File: src/rtl/ft245_pkg.sv
// rtl/ft245_pkg.sv - shared state encoding and timing defaults for the FT245 FIFO controller
package ft245_pkg;

  localparam int CNT_W = 4;

  localparam int unsigned RD_CYC_DEF       = 4;
  localparam int unsigned WR_SETUP_CYC_DEF = 1;
  localparam int unsigned WR_CYC_DEF       = 4;
  localparam int unsigned RECOVER_CYC_DEF  = 4;

  typedef enum logic [2:0] {
    S_IDLE,
    S_RD,
    S_WR_SETUP,
    S_WR,
    S_WR_HOLD,
    S_RECOVER
  } ft245_state_e;

endpackage

File: src/rtl/ft245_fifo_if.sv
// rtl/ft245_fifo_if.sv - FT245 parallel FIFO byte-stream controller with round-robin read/write arbitration
module ft245_fifo_if
  import ft245_pkg::*;
#(
  parameter int unsigned RD_CYC       = RD_CYC_DEF,
  parameter int unsigned WR_SETUP_CYC = WR_SETUP_CYC_DEF,
  parameter int unsigned WR_CYC       = WR_CYC_DEF,
  parameter int unsigned RECOVER_CYC  = RECOVER_CYC_DEF
) (
  input  logic       clk,
  input  logic       rst_n,
  input  logic [7:0] uart_rdata,
  output logic [7:0] uart_wdata,
  input  logic       uart_txe,
  input  logic       uart_rxf,
  output logic       uart_wr,
  output logic       uart_rd,
  output logic       uart_oe,
  output logic [7:0] rx_data,
  output logic       rx_valid,
  input  logic       rx_ready,
  input  logic [7:0] tx_data,
  input  logic       tx_valid,
  output logic       tx_ready
);

  localparam logic [CNT_W-1:0] RD_CNT  = CNT_W'(RD_CYC);
  localparam logic [CNT_W-1:0] WS_CNT  = CNT_W'(WR_SETUP_CYC);
  localparam logic [CNT_W-1:0] WR_CNT  = CNT_W'(WR_CYC);
  localparam logic [CNT_W-1:0] REC_CNT = CNT_W'(RECOVER_CYC);
  localparam logic [CNT_W-1:0] CNT_ONE = CNT_W'(1);

  ft245_state_e     state_q, state_d;
  logic [CNT_W-1:0] cnt_q, cnt_d;
  logic             last_wr_q, last_wr_d;
  logic             rd_q, rd_d, wr_q, wr_d, oe_q, oe_d;
  logic [7:0]       wdata_q, wdata_d;
  logic [7:0]       rx_data_q, rx_data_d;
  logic             rx_valid_q, rx_valid_d;
  logic             rd_ok, wr_ok;

  always_comb begin
    state_d    = state_q;
    cnt_d      = cnt_q;
    last_wr_d  = last_wr_q;
    wdata_d    = wdata_q;
    rx_data_d  = rx_data_q;
    rx_valid_d = rx_valid_q;
    tx_ready   = 1'b0;

    rd_ok = !uart_rxf && !rx_valid_q;
    wr_ok = !uart_txe && tx_valid;

    if (rx_valid_q && rx_ready) rx_valid_d = 1'b0;

    case (state_q)
      S_IDLE: begin
        // Ties go to whichever side was not served last.
        if (rd_ok && (!wr_ok || last_wr_q)) begin
          state_d   = S_RD;
          cnt_d     = RD_CNT;
          last_wr_d = 1'b0;
        end else if (wr_ok) begin
          state_d   = S_WR_SETUP;
          cnt_d     = WS_CNT;
          last_wr_d = 1'b1;
          tx_ready  = 1'b1;
          wdata_d   = tx_data;
        end
      end
      S_RD: begin
        // Strobe spans counts RD_CYC..1; count 0 is the strobe-low cycle before recovery.
        if (cnt_q == CNT_ONE) begin
          rx_data_d  = uart_rdata;
          rx_valid_d = 1'b1;
        end
        if (cnt_q == '0) begin
          state_d = S_RECOVER;
          cnt_d   = REC_CNT;
        end else begin
          cnt_d = cnt_q - CNT_ONE;
        end
      end
      S_WR_SETUP: begin
        if (cnt_q == CNT_ONE) begin
          state_d = S_WR;
          cnt_d   = WR_CNT;
        end else begin
          cnt_d = cnt_q - CNT_ONE;
        end
      end
      S_WR: begin
        if (cnt_q == CNT_ONE) state_d = S_WR_HOLD;
        else                  cnt_d   = cnt_q - CNT_ONE;
      end
      S_WR_HOLD: begin
        state_d = S_RECOVER;
        cnt_d   = REC_CNT;
      end
      S_RECOVER: begin
        if (cnt_q == CNT_ONE) state_d = S_IDLE;
        else                  cnt_d   = cnt_q - CNT_ONE;
      end
      default: state_d = S_IDLE;
    endcase

    // Pad strobes are registered from the next state so they never glitch.
    rd_d = (state_d == S_RD) && (cnt_d != '0);
    wr_d = (state_d == S_WR);
    oe_d = (state_d == S_WR_SETUP) || (state_d == S_WR) || (state_d == S_WR_HOLD);
  end

  always_ff @(posedge clk or negedge rst_n) begin
    if (!rst_n) begin
      state_q    <= S_IDLE;
      cnt_q      <= '0;
      last_wr_q  <= 1'b1;
      rd_q       <= 1'b0;
      wr_q       <= 1'b0;
      oe_q       <= 1'b0;
      wdata_q    <= '0;
      rx_data_q  <= '0;
      rx_valid_q <= 1'b0;
    end else begin
      state_q    <= state_d;
      cnt_q      <= cnt_d;
      last_wr_q  <= last_wr_d;
      rd_q       <= rd_d;
      wr_q       <= wr_d;
      oe_q       <= oe_d;
      wdata_q    <= wdata_d;
      rx_data_q  <= rx_data_d;
      rx_valid_q <= rx_valid_d;
    end
  end

  assign uart_rd    = rd_q;
  assign uart_wr    = wr_q;
  assign uart_oe    = oe_q;
  assign uart_wdata = wdata_q;
  assign rx_data    = rx_data_q;
  assign rx_valid   = rx_valid_q;

endmodule

File: config.mk
export PLATFORM = sky130hd
export DESIGN_NAME = ft245_fifo_if
export DESIGN_NICKNAME = d
export VERILOG_FILES = /design/src/rtl/ft245_pkg.sv /design/src/rtl/ft245_fifo_if.sv
export SDC_FILE = /design/constraint.sdc
export NUM_CORES = 1
export LEC_CHECK = 0
export ABC_CLOCK_PERIOD_IN_PS = 3140
export BUFFER_PORTS_ARGS = -buffer_cell sky130_fd_sc_hd__buf_2
export CORE_MARGIN = 2
export CORE_UTILIZATION = 45
export DETAILED_ROUTE_END_ITERATION = 10
export HOLD_SLACK_MARGIN = 0.1
export PLACE_DENSITY_LB_ADDON = 0.1
export SLEW_MARGIN = 10
export SYNTH_ARGS = -nofsm -noshare
export SYNTH_HDL_FRONTEND = slang
export SYNTH_SLANG_ARGS = --single-unit
File: constraint.sdc
create_clock -name clk -period 3.14 [get_ports clk]
set_clock_uncertainty 0.1 [all_clocks]
set_input_delay 0.471 -clock clk [delete_from_list [all_inputs] [get_ports clk]]
set_output_delay 0.471 -clock clk [all_outputs]
set_load 0.005 [all_outputs]
==> impl_metrics.toml, run 1 <==
[run_status]
status = "finished clean"

[drt]
drtIter0Drc = 76
wire_per_inst_um = 13.7
wirelength_mm = 3.04
drt.antenna.violating_nets = 0
drt_first_pass_iters = 5
drc = 0
num_vias = 1169
vias_per_cell = 5.27

[cts]
cts-root-buf = "clkbuf_4"
ctsHoldBuffers = 1
clkSinkCount = 28
cts_tree = "built"
clkTransAtPathRegs_ns = 0.15
clk_latency_ns = 0.32
cts_buffers = 3
post_cts_buffers = 0
cts_max_path_buffers = 2
post_cts_resized = 0
ctsHtreeMaxLevel = 1

[timing]
period_share_pct = 82.9
setup_viol = 0
maxSlewViolCount = 0
min_period_ns = 2.60
max_freq_ghz = 0.384
worst_pin_slew_ns = 0.629
hold_viol = 0
setup_tns_ns = 0
relSlewSlack_pct = 58.0
rsz0062_at_grt = "no"

[synth]
synth_seq_area_share_pct = 46.2
synthArstFlopShare_pct = 100
synth_nets = 160
ys_ff_latch = 28
syn-cell-area_um2 = 1520
yosys_warnings = 0
synthCells = 134
synth_cell_types = 48
synth-main-ff-cell = "dfrtp_1"
syn_avg_cell_area_um2 = 11.3
synth-edff-count = 0

[floorplan]
start_util_pct = 46.3
rows = 21
dieArea_um2 = 3860
core_um2 = 3280
ioPinCount = 43
die_y_um = 62.1
fp.dieW_um = 62.1

[worst_hold_path]
worstHoldStart = "rx_ready"
min_path_cells = 2
hp-class = "in2reg"

[placed_design]
placedInstanceArea_um2 = 1740
hpwl_mm = 2.25
dp_cells = 217
io_buffers = 42
globalplace.congestion = 0.804

[setup_path]
rrSetupSlack_ns = 0.59
critPathKind = "reg2out"
arrival_ns = 2.03
cp.required_ns = 2.57
worstPathMaxFanout = 16
cp-end-kind = "output port"
endpoint = "tx_ready"
timing.rr.start = "cnt_q[1]$_DFF_PN0_"
reg2reg_to = "uart_rd$_DFF_PN0_"
critPathLaunchType = "flop"
crit_start = "state_q[0]$_DFF_PN0_"
rr_worst_depth = 10

[pwr]
leakage_nw = 0.855
powerDensity_nw_per_um2 = 928
irDropWorstVdd_v = 0.000441

[finish]
layout-drive-gt1-share_pct = 40.9
final_cell_area_um2 = 1780
syn_to_final_growth_pct = 16.9
antenna_cells = 0
instances_no_fill = 222
finalNetCount = 203

[global_routing]
grt_max_degree = 29
antenna_found_initial = 0
grt_pass1_wl_mm = 5.24
grt_pass1_vias = 1140
grt_usage_pct = 16.8
gr-total-overflow = 0

[run]
maxCapViolCount = 0
[layout make-up]
class,instances,area (um^2)
clock buffer,4,26.3
tap,46,57.6
inverter,6,22.5
timing repair buffer,45,235
fill,295,1510
sequential,28,702
multi-input combinational,93,733
[state kept, by name, summed over array words and instances (netlist names)]
name,flops
rx_data,8
uart_wdata,8
cnt_q,4
state_q,3
last_wr_q,1
rx_valid,1
uart_oe,1
uart_rd,1
uart_wr,1
[per-stage QoR]
step / utilization, % / hold slack, ns / worst slack (ns) / total power, mW
6_report: 54.1 / 0.205 / 0.537 / 1.65
5_1_grt: 54.1 / 0.191 / 0.389 / 1.79
4_1_cts: 54.1 / 0.194 / 0.527 / 1.66
3_5_place_dp: 53.0 / 0.370 / 0.655 / 1.50
3_3_place_gp: 53.0 / 0.362 / 0.765 / 1.50
2_1_floorplan: - / 0.0754 / 0.872 / 1.28
[critical path, stage by stage, from the launching register on]
cell,delay (ns)
dfrtp_1,0.59
or3_4,0.47
nor2_1,0.13
nand2_1,0.17
inv_2,0.21
buf_2,0.15
[metal layers]
| layer | track usage, % | vias to the layer above | part of all wire [%] |
|---|---|---|---|
| li1 | - | 565 | - |
| met1 | 22.4 | 557 | 44 |
| met2 | 27.7 | 45 | 49 |
| met3 | 3.44 | 2 | 5.5 |
| met4 | 5.00 | 0 | 0.79 |
| met5 | 0 | - | 0 |
[logic make-up after synthesis]
| family | count (synthesis) | share of synthesized area (%) |
|---|---|---|
| mux | 17 | 12.5 |
| buf+inv | 13 | 5.60 |
| flops | 28 | 46.2 |
| fa+ha+maj | 4 | 3.29 |
| simple gates | 41 | 17.4 |
| compound gates | 30 | 14.4 |
| xor+xnor | 1 | 0.576 |
[layout by cell type (no fill, tap or decap), drive strengths merged, types with 2 or more instances in the layout]
master | synthesis | routed
nor4 | 3 | 3
a21oi | 5 | 5
ha | 4 | 4
o21ai | 7 | 7
nor2b | 3 | 3
nor2 | 8 | 8
nand2b | 2 | 2
o22a | 2 | 2
o211ai | 3 | 3
buf | 7 | 44
or3 | 2 | 2
dfrtp | 27 | 27
mux2 | 16 | 16
nand3 | 2 | 2
inv | 6 | 6
nand2 | 11 | 11
a22oi | 2 | 2
clkbuf | 0 | 4
o311ai | 2 | 2
o21a | 2 | 2
nor3 | 2 | 2
[power by group]
part	leakage [nW]	switching, mW	internal, mW
clock	0.0150	0.103	0.0497
sequential	0.345	0.142	0.520
combinational	0.494	0.404	0.429
total	0.855	0.650	0.999
[cell usage after synthesis, types with 3 or more instances]
library cell	count	area, um^2
a21oi_1	5	25.0
buf_6	4	45.0
dfrtp_1	27	676
ha_1	4	50.1
inv_1	3	11.3
inv_2	3	11.3
mux2_1	8	90.1
mux2_2	8	90.1
nand2_1	10	37.5
nor2_1	8	30.0
nor2b_1	3	18.8
o211ai_1	3	22.5
o21ai_0	4	20.0
o21ai_1	3	15.0
[how the worst min path moves through the flow]
stage | end
final | rx_valid$_DFF_PN0_
after global routing | rx_valid$_DFF_PN0_
after CTS | rx_valid$_DFF_PN0_
after detailed placement | uart_wdata[5]$_DFFE_PN0P_
after global placement | uart_wdata[1]$_DFFE_PN0P_
after floorplan | cnt_q[0]$_DFF_PN0_
Power figures use the tool's default switching activity.
==> inputs of run 2 (changes only) <==
--- a/config.mk
+++ b/config.mk
@@ -5,7 +5,8 @@
 export SDC_FILE = /design/constraint.sdc
 export NUM_CORES = 1
 export LEC_CHECK = 0
-export ABC_CLOCK_PERIOD_IN_PS = 3140
+export ABC_AREA = 1
+export ABC_CLOCK_PERIOD_IN_PS = 2200
 export BUFFER_PORTS_ARGS = -buffer_cell sky130_fd_sc_hd__buf_2
 export CORE_MARGIN = 2
 export CORE_UTILIZATION = 45
==> constraint.sdc (replaced) <==
create_clock -name clk -period 2.2 [get_ports clk]
set_clock_uncertainty 0.1 [all_clocks]
set_input_delay 0.33 -clock clk [delete_from_list [all_inputs] [get_ports clk]]
set_output_delay 0.33 -clock clk [all_outputs]
set_load 0.005 [all_outputs]
==> impl_metrics.toml, run 2 <==
[timing]
worst_pin_slew_ns = 0.614
period_share_pct = 93.5
relSlewSlack_pct = 59.1
hold_ws_ns = 0.114
rsz0062_at_grt = "no"
min_period_ns = 2.06
setup_tns_ns = 0
hold_viol = 0
setup_viol = 0
maxSlewViolCount = 0
max_freq_ghz = 0.486

[cts]
post_cts_buffers = 0
cts_max_path_buffers = 2
cts_buffers = 3
clkSinkCount = 28
cts_tree = "built"
clk_latency_ns = 0.32
ctsHtreeMaxLevel = 1
cts-root-buf = "clkbuf_4"
clkTransAtPathRegs_ns = 0.14

[setup_path]
rr_worst_depth = 9
rrSetupSlack_ns = 0.31
path_buf_inv = 2
reg2reg_to = "uart_rd$_DFF_PN0_"
path_common_cell = "nor3_4"
cp.required_ns = 1.77
arrival_ns = 1.63
crit_path_top_delay_cell = "dfrtp_2"
crit_path_cell_trace = "nor3_4, inv_2, nor3_4, buf_2"
critPathKind = "reg2out"
critPathLaunchType = "flop"
cp-end-kind = "output port"
timing.rr.start = "cnt_q[1]$_DFF_PN0_"
cpLargestDelayFamily = "simple AND/OR/NAND/NOR gates"
worstPathMaxFanout = 7
slowest_delay_ns = 0.51

[floorplan]
core_um2 = 3100
dieArea_um2 = 3800
start_util_pct = 48.1
ioPinCount = 43
rows = 20
fp.dieW_um = 61.6
die_y_um = 61.6

[pwr]
p_comb_share_pct = 50.0
leakage_nw = 1.02
p_clk_share_pct = 9.1
p_int_mw = 1.32
netSwitchingPower_mw = 0.954
finalPower_mw = 2.27
switching_share_pct = 42.0
powerDensity_nw_per_um2 = 1250
pwr-share-seq_pct = 40.9
irDropWorstVdd_v = 0.000808

[finish]
antenna_cells = 0
final_cell_mix = "nand2_1 (47), buf_2 (42), dfrtp_1 (25)"
mostFrequentLayoutCell = "nand2_1"
final.fill_count = 308
final_cell_area_um2 = 1820
layout-drive-gt1-share_pct = 37.3
final_core_util_pct = 58.8
finalNetCount = 247
syn_to_final_growth_pct = 22.0

[placed_design]
globalplace.congestion = 0.904
io_buffers = 42
placedInstanceArea_um2 = 1750
hpwl_mm = 2.41

[worst_hold_path]
hp-class = "in2reg"
hold_end = "uart_wdata[7]$_DFFE_PN0P_"
min_path_cells = 3
worstHoldStart = "tx_data[7]"

[synth]
yosys_warnings = 0
syn-cell-area_um2 = 1490
synth.most_common_cell = "nand2_1"
yosysTopAreaCell = "dfrtp_1"
synthArstFlopShare_pct = 100
synth_cell_types = 26
synth_nets = 197
ys_ff_latch = 28
synth-main-ff-cell = "dfrtp_1"
synth_seq_area_share_pct = 47.0
synthCells = 171
syn_avg_cell_area_um2 = 8.74
yosys.area.top_type_share_pct = 45.2
synth-edff-count = 0
synth_area_leaders = "dfrtp_1 (45%), nand2_1 (12%), mux2_2 (6.0%)"
yosys-top-cells-count = "nand2_1 (47), dfrtp_1 (27), inv_1 (19), nor2_1 (14), nand3_1 (11)"

[global_routing]
grt_usage_pct = 17.7
gr-total-overflow = 0
antenna_found_initial = 0
grt_pass1_vias = 1225
grt_pass1_wl_mm = 5.04
grt_max_degree = 29

[run_status]
status = "finished clean"

[drt]
drc = 0
num_vias = 1249
wirelength_mm = 2.99
wire_per_inst_um = 11.3
drt.antenna.violating_nets = 0
vias_per_cell = 4.73
drtIter0Drc = 49
drt_first_pass_iters = 4

[run]
maxCapViolCount = 0
[run 2: worst max-delay path by stage]
stage,from,endpoint,slack (ns),cells after the start
2_1_floorplan,cnt_q[1]$_DFF_PN0_,uart_rd$_DFF_PN0_,0.53,9
3_3_place_gp,uart_txe,uart_wdata[7]$_DFFE_PN0P_,0.38,10
3_5_place_dp,uart_txe,uart_wdata[6]$_DFFE_PN0P_,0.34,10
4_1_cts,state_q[0]$_DFF_PN0_,tx_ready,0.02,4
5_1_grt,state_q[0]$_DFF_PN0_,tx_ready,0.03,4
6_report,state_q[0]$_DFF_PN0_,tx_ready,0.14,4
[run 2: cell families (layout without fill, tap and decap cells)]
group | count (synthesis) | count (layout) | synth area share (%)
AOI/OAI and AO/OA | 10 | 10 | 3.68
xor gates and xnor gates | 1 | 1 | 0.586
adders and majority gates | 4 | 4 | 3.35
buffers and inverters | 25 | 74 | 7.54
DFF | 28 | 28 | 47.0
muxes | 8 | 8 | 6.03
and+or+nand+nor | 95 | 95 | 31.8
[run 2: final cells by class]
type	count	area, um^2	area share (%)
flip-flops and latches	28	704	38.6
multi-input cells	118	686	37.6
repair buffers	47	258	14.1
inverters	23	93.8	5.15
well taps	44	55.1	3.02
clock buffers	4	26.3	1.44
[run 2: repair_timing]
item	CTS	global route
endpoints found under the setup margin	0	1
hold endpoints to repair	30	0
hold buffers	4	0
resized for setup	0	3
[run 2: power by group through the flow]
stage | sequential, mW | clock (mW) | combinational, mW
2_1_floorplan | 0.929 | 0 | 0.779
3_5_place_dp | 0.942 | 0 | 1.13
4_1_cts | 0.930 | 0.219 | 1.14
6_report | 0.929 | 0.207 | 1.13
5_1_grt | 0.968 | 0.238 | 1.30
3_3_place_gp | 0.931 | 0 | 1.10
[run 2: worst reg2reg max path, delay by kind of cell, from the launching register on]
family	cells	cell delay, ns
AND/OR/NAND/NOR	4	0.49
buffers and inverters	2	0.15
AO/OA/AOI/OAI	1	0.09
adder cells (fa/ha/maj)	2	0.53
flip-flops	1	0.41
[run 2: metrics by stage]
step                      std cells  setup slack (ns)
after floorplan                 171             0.525
after global placement          256             0.382
after detailed placement        256             0.338
after CTS                       264            0.0245
after global routing            264            0.0313
final                           264             0.142
[run 2: per-layer routing]
layer / track usage (%) / up-vias / wire length (um)
met3: 4.41 / 2 / 164
met1: 21.4 / 575 / 1330
met5: 0 / - / 0
met4: 3.34 / 0 / 13
met2: 31.9 / 36 / 1480
li1: - / 636 / -
==> inputs of run 3 (changes only) <==
--- a/config.mk
+++ b/config.mk
@@ -5,14 +5,15 @@
 export SDC_FILE = /design/constraint.sdc
 export NUM_CORES = 1
 export LEC_CHECK = 0
-export ABC_AREA = 1
+export ABC_AREA = 0
 export ABC_CLOCK_PERIOD_IN_PS = 2200
 export BUFFER_PORTS_ARGS = -buffer_cell sky130_fd_sc_hd__buf_2
 export CORE_MARGIN = 2
 export CORE_UTILIZATION = 45
 export DETAILED_ROUTE_END_ITERATION = 10
 export HOLD_SLACK_MARGIN = 0.1
-export PLACE_DENSITY_LB_ADDON = 0.1
+export PLACE_DENSITY = 0.73
+export SETUP_SLACK_MARGIN = 0.3
 export SLEW_MARGIN = 10
 export SYNTH_ARGS = -nofsm -noshare
 export SYNTH_HDL_FRONTEND = slang
==> impl_metrics.toml, run 3 (same netlist as run 1, synthesis figures left out) <==
[worst_hold_path]
worstHoldStart = "uart_rdata[3]"
min_path_cells = 2
hp-class = "in2reg"
hold_end = "rx_data[3]$_DFFE_PN0P_"

[timing]
min_period_ns = 2.14
setup_viol = 0
period_share_pct = 97.4
maxSlewViolCount = 0
rsz0062_at_grt = "yes"
setup_ws_ns = 0.0575
max_freq_ghz = 0.467
relSlewSlack_pct = 57.6
worst_pin_slew_ns = 0.636
setup_tns_ns = 0
hold_ws_ns = 0.119
hold_viol = 0

[drt]
wire_per_inst_um = 15.9
wirelength_mm = 4.06
drt.antenna.violating_nets = 0
vias_per_cell = 5.34
drtIter0Drc = 61
drt_first_pass_iters = 4
drc = 0
num_vias = 1361

[floorplan]
fp.dieW_um = 62.1
rows = 21
ioPinCount = 43
dieArea_um2 = 3860
start_util_pct = 46.3
die_y_um = 62.1
core_um2 = 3280

[cts]
cts_max_path_buffers = 2
clk_latency_ns = 0.36
cts_tree = "built"
cts-root-buf = "clkbuf_4"
ctsHtreeMaxLevel = 1
clkSinkCount = 28
clkTransAtPathRegs_ns = 0.17
cts_buffers = 3

[pwr]
switching_share_pct = 38.5
p_int_mw = 1.75
netSwitchingPower_mw = 1.10
irDropWorstVdd_v = 0.000710
powerDensity_nw_per_um2 = 1310
p_comb_share_pct = 56.4
p_clk_share_pct = 12.4
leakage_nw = 1.02
pwr-share-seq_pct = 31.2

[setup_path]
worstPathMaxFanout = 3
cp.required_ns = 2.37
crit_path_top_delay_cell = "dfrtp_1"
critPathKind = "reg2reg"
cpLargestDelayFamily = "simple AND/OR/NAND/NOR gates"
path_buf_inv = 2
arrival_ns = 2.31
rrSetupSlack_ns = 0.06
slowest_delay_ns = 0.42
crit_start = "cnt_q[1]$_DFF_PN0_"
timing.rr.start = "cnt_q[1]$_DFF_PN0_"
critPathLaunchType = "flop"
rr_worst_depth = 11
cp-end-kind = "flop"
reg2reg_to = "uart_rd$_DFF_PN0_"
crit_path_cell_trace = "inv_2, ha_4, nor3b_4, inv_2, ha_4, and2b_4, o21ai_4, a41oi_2, o22a_1, nor4_2, nor4_2"

[run]
maxCapViolCount = 0

[global_routing]
grt_usage_pct = 21.2
gr-total-overflow = 0
grt_pass1_wl_mm = 6.39
grt_max_degree = 29
antenna_found_initial = 0
grt_pass1_vias = 1341

[finish]
layout-drive-gt1-share_pct = 49.8
final_cell_mix = "buf_2 (42), dfrtp_1 (24), buf_4 (18)"
instances_no_fill = 255
mostFrequentLayoutCell = "buf_2"
antenna_cells = 0
syn_to_final_growth_pct = 42.8
finalNetCount = 236

[placed_design]
io_buffers = 42
hpwl_mm = 2.62
dp_cells = 226
globalplace.congestion = 0.818
preCtsSetupSlack_ns = -0.0298

[run_status]
status = "finished clean"
[run 3: cell types whose count changed in the layout (fill, tap and decap cells not counted), sizes merged, moves of 8 or more]
cell         before  now
nand2            59   11
buf              43   61
inv              23    6
nand3            16    2
dlygate4sd3       4   17
mux2              8   16
nor2             16    8
[run 3: power by group through the flow]
stage / Clock (mW) / Sequential [mW] / Combinational, mW
after global placement: 0 / 0.910 / 1.32
after floorplan: 0 / 0.896 / 0.953
after global routing: 0.381 / 0.922 / 1.73
after detailed placement: 0 / 0.927 / 1.37
final: 0.354 / 0.889 / 1.61
after CTS: 0.355 / 0.885 / 1.53
[run 3: area by class of cell]
cell class | count | area [um^2]
clock buffers | 3 | 22.5
clock inverters | 1 | 30.0
fillers | 240 | 1110
inverters | 6 | 25.0
multi-input cells | 93 | 803
flip-flops and latches | 28 | 706
well taps | 46 | 57.6
repair buffers | 78 | 527
[run 3: stage by stage]
stage,util [%],power [mW],instance area (um^2)
3_3_place_gp,55.6,2.23,1830
4_1_cts,61.8,2.77,2030
6_report,66.1,2.85,2170
5_1_grt,66.1,3.03,2170
2_1_floorplan,-,1.85,1540
3_5_place_dp,55.6,2.29,1830
[run 3: worst max-delay path by stage]
stage,to,slack (ns),cells past startpoint
4_1_cts,uart_rd$_DFF_PN0_,0.07,11
5_1_grt,uart_rd$_DFF_PN0_,-0.03,11
6_report,uart_rd$_DFF_PN0_,0.06,11
3_5_place_dp,uart_rd$_DFF_PN0_,-0.03,10
2_1_floorplan,uart_rd$_DFF_PN0_,-0.05,11
3_3_place_gp,uart_rd$_DFF_PN0_,0.06,10
[run 3: timing repair]
action	in CTS	in global routing
buffers inserted	7	1
endpoints found under the hold margin	32	11
gates resized for setup	10	6
pin swaps	2	0
hold buffers	6	11
setup endpoints to repair	19	12
[run 3: routing by layer]
| layer | global-route usage [%] | share of wire, % | vias to the layer above |
|---|---|---|---|
| met5 | 0 | 0 | - |
| met4 | 9.72 | 3.2 | 0 |
| met3 | 3.26 | 4.0 | 13 |
| met2 | 38.0 | 54 | 48 |
| met1 | 24.8 | 39 | 668 |
| li1 | - | - | 632 |
